$ cat src/rtl/program_counter_ctrl_pkg.sv
// program_counter_ctrl_pkg: shared types and defaults for the instruction-fetch sequencer
package program_counter_ctrl_pkg;
  localparam int ADDR_W_DEF = 14;
  localparam int INSTR_W_DEF = 32;
  localparam logic [31:0] END_INSTR_DEF = 32'hFFFF_FFFF;
  typedef enum logic [1:0] {
    IDLE      = 2'd0,
    WAIT_READ = 2'd1,
    HALTED    = 2'd2
  } pc_state_e;
endpackage

$ cat src/rtl/program_counter_ctrl.sv
// program_counter_ctrl: issues sequential instruction reads from address 0 until the end-of-program word
module program_counter_ctrl
  import program_counter_ctrl_pkg::*;
#(
  parameter int ADDR_W = ADDR_W_DEF,
  parameter int INSTR_W = INSTR_W_DEF,
  parameter logic [INSTR_W-1:0] END_INSTR = INSTR_W'(END_INSTR_DEF)
) (
  input  logic               clk,
  input  logic               reset,
  input  logic               iniciar,
  input  logic               reiniciar,
  input  logic               lectura_completada,
  input  logic [INSTR_W-1:0] instruccion_actual,
  output logic               leer_siguiente_inst,
  output logic [ADDR_W-1:0]  direccion_siguiente_inst
);
  pc_state_e state_q, state_d;
  logic [ADDR_W-1:0] addr_q, addr_d;
  logic leer_q, leer_d;
  logic start, done, adv, fin;
  assign start = reiniciar | (state_q == IDLE & iniciar);
  assign done  = state_q == WAIT_READ & lectura_completada;
  assign fin   = instruccion_actual == END_INSTR;
  assign adv   = ~reiniciar & done & ~fin;
  // state, address and request registers; all outputs come straight from flops
  always_ff @(posedge clk) begin
    if (reset) begin
      state_q <= IDLE;
      addr_q  <= '0;
      leer_q  <= 1'b0;
    end else begin
      state_q <= state_d;
      addr_q  <= addr_d;
      leer_q  <= leer_d;
    end
  end
  // next state: restart/start enter WAIT_READ, end-of-program word halts
  always_comb begin
    state_d = start ? WAIT_READ : (done & fin) ? HALTED : state_q;
  end
  // next outputs: request pulses on start or on each accepted non-final completion
  always_comb begin
    leer_d = start | adv;
    addr_d = start ? '0 : adv ? addr_q + ADDR_W'(1) : addr_q;
  end
  assign leer_siguiente_inst = leer_q;
  assign direccion_siguiente_inst = addr_q;
endmodule

$ cat config.mk
export PLATFORM = sky130hd
export DESIGN_NAME = program_counter_ctrl
export DESIGN_NICKNAME = d
export VERILOG_FILES = /design/src/rtl/program_counter_ctrl_pkg.sv /design/src/rtl/program_counter_ctrl.sv
export SDC_FILE = /design/constraint.sdc
export NUM_CORES = 1
export LEC_CHECK = 0
export ABC_AREA = 1
export CORE_MARGIN = 5
export CORE_UTILIZATION = 38
export CTS_CLUSTER_DIAMETER = 40
export DETAILED_ROUTE_END_ITERATION = 10
export PLACE_DENSITY = 0.76
export RECOVER_POWER = 50
export SKIP_CTS_REPAIR_TIMING = 1
export SYNTH_ARGS = -nofsm -noshare
export SYNTH_HDL_FRONTEND = slang
export SYNTH_SLANG_ARGS = --single-unit
$ cat constraint.sdc
create_clock -name clk -period 1.3 [get_ports clk]
set_input_delay 0.195 -clock clk [delete_from_list [all_inputs] [get_ports clk]]
set_output_delay 0.195 -clock clk [all_outputs]
set_load 0.02 [all_outputs]
# Word level (Yosys, flattened, before mapping)
# Index checks and enable logic that the tools add are counted.
# word_totals
register_bits,17
in_bits,37
out_inout_bits,15
elab_cells,21
# classes
add_sub_neg,1
eq_ne,2
mux,2
bitwise_logic,9
reduce_logical,3
# ops
cell,count
32-bit == test (second input constant),1
14-bit by 1-bit adder with 14-bit output (second input constant),1
1-bit AND,5
2-bit by 1-bit == test with 1-bit output (second input constant),1
2-bit zero test,1
1-bit two-way mux,2
1-bit inverter,2
1-bit OR,2
2-bit nonzero test,1
2-bit OR reduction,1

# Longest topological paths before layout
# logic_depth
ltp_word,5
depth_mapped,9
ltp_nobuf,9

# Worst setup path after synthesis
# No wires, ideal clock.
# synth_path
path_type,reg2reg
startpoint,"reg addr_q[0], in the netlist direccion_siguiente_inst[0]"
endpoint,"reg addr_q[4], in the netlist direccion_siguiente_inst[4]"
setup_ns,0.066
t_arrival_ns,1.369
required_ns,1.234
path_slack_ns,-0.135
stages_incl_launch_ff,7
path_buffers,0
period_less_slack_ns,1.435
path_cell_list,dfxtp_1 ha_1 nand2_1 nor2_4 xor2_1 nand3_1 a21oi_2
# synth_between
elab_chain_len,1
# synth_lines
element,line,rtl
from (decl),program_counter_ctrl.sv:19,"logic [ADDR_W-1:0] addr_q, addr_d;"
from (signal assigned),program_counter_ctrl.sv:34,addr_q <= addr_d;
14-bit by 1-bit adder with 14-bit output,program_counter_ctrl.sv:45,addr_d = start ? '0 : adv ? addr_q + ADDR_W'(1) : addr_q;
# Every way passes these cells.
# A chain may end at the register's enable or synchronous reset.

# Final worst setup path
# layout_path
startpoint,"reg addr_q[4], in the netlist direccion_siguiente_inst[4]"
endpoint,"reg addr_q[11], in the netlist direccion_siguiente_inst[11]"
# The elaborated chain is that of the path after synthesis.

==> parameters.txt <==
Parameter                              Value

Status
  Outcome    completed

Pwr
  Design Power    1.05 mW
  Switching Power    0.285 mW
  Int Pwr    0.768 mW
  Combinational share of power    21.6%
  Net Sw Frac    27.1%
  Proportion of power drawn by flip-flops and latches    50.1%
  Standby leakage power    1.23 nW
  Worst IR drop on VDD    0.433 mV
  Clock share of power    28.3%
  Power Density    485 nW/um^2

Yosys
  Synthesized area    1230 sq um
  Count of mapped cells out of synthesis    205
  Post-synth EDFFs    0
  Average size of a mapped cell    6.01 sq um
  Largest cells by area after synthesis    dfxtp_1 28%, nand2_1 24%, nor2_1 9.4%, nand3_1 8.1%, a21oi_2 5.7%
  Number of nets produced by synthesis    243
  Yosys warning count    0
  Share of async-settable or async-resettable flops after synthesis    0%
  Most instantiated cells after synthesis    80 x nand2_1, 31 x nor2_1, 20 x nand3_1
  Cell type with the highest aggregate area in the netlist    dfxtp_1
  Leading cell type by number of instances after synthesis    nand2_1
  Prevailing post-synth register cell    dfxtp_1
  Fraction of post-synthesis cell area in the top cell type by area    27.6%
  Number of unique standard cell types used by synthesis    19
  Post-synthesis sequential element count    17
  Portion of the post-synthesis area used by sequential elements    27.6%

STA
  Final TNS setup    0 ns
  Share of the cycle needed by the critical path after routing    99.4%
  Slew headroom    82.0%
  Max Transition Viols Final    0
  Min Tclk post-route    1.29 ns
  Final Setup Violations    0
  Least-Margin Pin Slew    0.271 ns
  Clock skew after layout    0.00518 ns
  RSZ-0062 raised after global routing    yes
  Count of final hold-check violations    0
  Final WS setup    0.00748 ns
  F_max    0.774 GHz

CTS
  Buffer depth of the longest clock path    2
  Clock transition time at the flip-flop clock pins of the worst setup and hold paths    0.11 ns
  CTS Root Buffer Type    clkbuf_4
  Clk Latency, worst-skew pair    0.30 ns
  CTS tree    built
  Clock net sink count    17
  H-Tree Level Count    1
  Number of clock buffers inserted by TritonCTS    3

Min path
  Hold depth    7
  Kind of path behind the tightest hold check    input pin to flip-flop

GRT
  Via count of the first global-routing pass    1337
  Initial antenna violation count    0
  Pin count of the biggest net entering global routing    17
  Total congestion overflow    0
  All-Layer GR Usage    17.0%
  First-pass GRT wire length    5900 um

Detailed routing
  Post-DR wirelength/cell    13.6 um
  Number of DRC violations after detailed-routing iteration 0    102
  Number of DRC violations after detailed routing    0
  Total iterations of the first detailed-routing run    4
  Overall via count from detail_route    1637
  Total Routed Length    4360 um
  Antenna violation net count after detailed routing    0
  Ratio of routed vias to standard cells    5.12

Place
  Post-Place Cell Area    1880 sq um
  Post-placement worst setup slack    -0.373 ns
  Weighted congestion at the end of routability-driven global placement    0.777
  Number of port buffers    51
  Detailed placer's ending HPWL    2740 um

Job
  Max Cap Violations    0

Setup path
  Required time of the worst setup path    1.54 ns
  Crit-path max FO    6
  Register-to-Register Path Depth    6
  Data arrival, critical path    1.54 ns
  CP Capture Type    flip-flop
  Type of the worst setup path    flip-flop to flip-flop
  Critical path launch point type    flip-flop

Floorplanning
  Rows    20
  DIE AREA    4480 sq um
  Floorplan die width    67.0 um
  # IOs    52
  DIE HEIGHT    67.0 um
  Initial standard-cell utilization of the core    40.0%
  Core footprint    3080 sq um

Layout
  Number of diodes added for antenna fixing    0
  Share of cells above drive strength 1    24.3%
  Design area    2170 sq um
  Layout area overhead    76.1%
  Number of fill cells in the layout    266
  Final nets    315
## layer usage
metal | global-route usage (%) | vias to the layer above | wire (um)
met4 | 4.05 | 0 | 89
met1 | 21.9 | 768 | 1720
met3 | 3.88 | 13 | 265
li1 | - | 798 | -
met2 | 28.6 | 58 | 2280
met5 | 0 | - | 0
## area by class of cell
type                            instances  area, sq um  area share [%]
Clock inverter                          1         5.00           0.231
Timing Repair Buffer                   70          769            35.4
Tap cell                               44         55.1            2.54
Clock buffer                            3         22.5            1.04
Multi-Input combinational cell        172          913            42.1
Inverter                               13         48.8            2.25
Sequential cell                        17          357            16.4
## cell families (layout without fill, tap and decap cells)
logic type                 count (synthesis)  in the layout  synth area share (%)
adders and majority gates                  1              1                  1.02
xor gates and xnor gates                   5              5                  3.55
buffers and inverters                     17             87                  6.60
AOI/OAI and AO/OA                         18             18                  10.1
and+or+nand+nor                          147            148                  51.2
DFF                                       17             17                  27.6
## per-stage QoR
| step | hold WS (ns) | util, % | std cells |
|---|---|---|---|
| final | 0.387 | 70.5 | 320 |
| after detailed placement | 0.484 | 61.1 | 309 |
| after CTS | 0.454 | 62.0 | 313 |
| after global routing | 0.411 | 70.5 | 320 |
| after global placement | 0.478 | 61.1 | 309 |
| after floorplan | 0.264 | - | 205 |
## path summary, 6_finish.rpt
| check | endpoint | slack [ns] | startpoint |
|---|---|---|---|
| worst max-delay path | direccion_siguiente_inst[11] | 0.007 | direccion_siguiente_inst[4] |
| worst max register to register | direccion_siguiente_inst[11] | 0.007 | direccion_siguiente_inst[4] |
| worst min register to register | state_q[1] | 0.48 | state_q[1] |
| worst min-delay path | state_q[1] | 0.39 | instruccion_actual[14] |
## placed cells by master (no fill, tap or decap), drive strengths merged, types with 10 or more instances in the layout
cell | Yosys | final
nor2 | 37 | 37
inv | 13 | 13
clkbuf | 0 | 10
dlymetal6s2s | 0 | 40
a21oi | 15 | 15
nand2 | 82 | 83
dfxtp | 17 | 17
nand3 | 20 | 20
buf | 4 | 18
## state kept, by name (all words and copies together), names as in the netlist
| signal | count |
|---|---|
| direccion_siguiente_inst | 14 |
| state_q | 2 |
| leer_siguiente_inst | 1 |
## power groups by stage
| stage | sequential (mW) | combinational (mW) | clock [mW] |
|---|---|---|---|
| after floorplan | 0.544 | 0.0656 | 0 |
| after global placement | 0.540 | 0.214 | 0 |
| after detailed placement | 0.540 | 0.216 | 0 |
| after CTS | 0.528 | 0.216 | 0.308 |
| after global routing | 0.529 | 0.248 | 0.336 |
| final | 0.528 | 0.228 | 0.298 |
## critical path: stages (launching register included)
cell and delay [ns]:
dfxtp_2 0.41, nand2_1 0.16, nor2_2 0.23, nand4_1 0.11, nand2_1 0.08, nand3_1 0.10, a21oi_2 0.15
No activity file was read; power rests on OpenSTA's default activity.
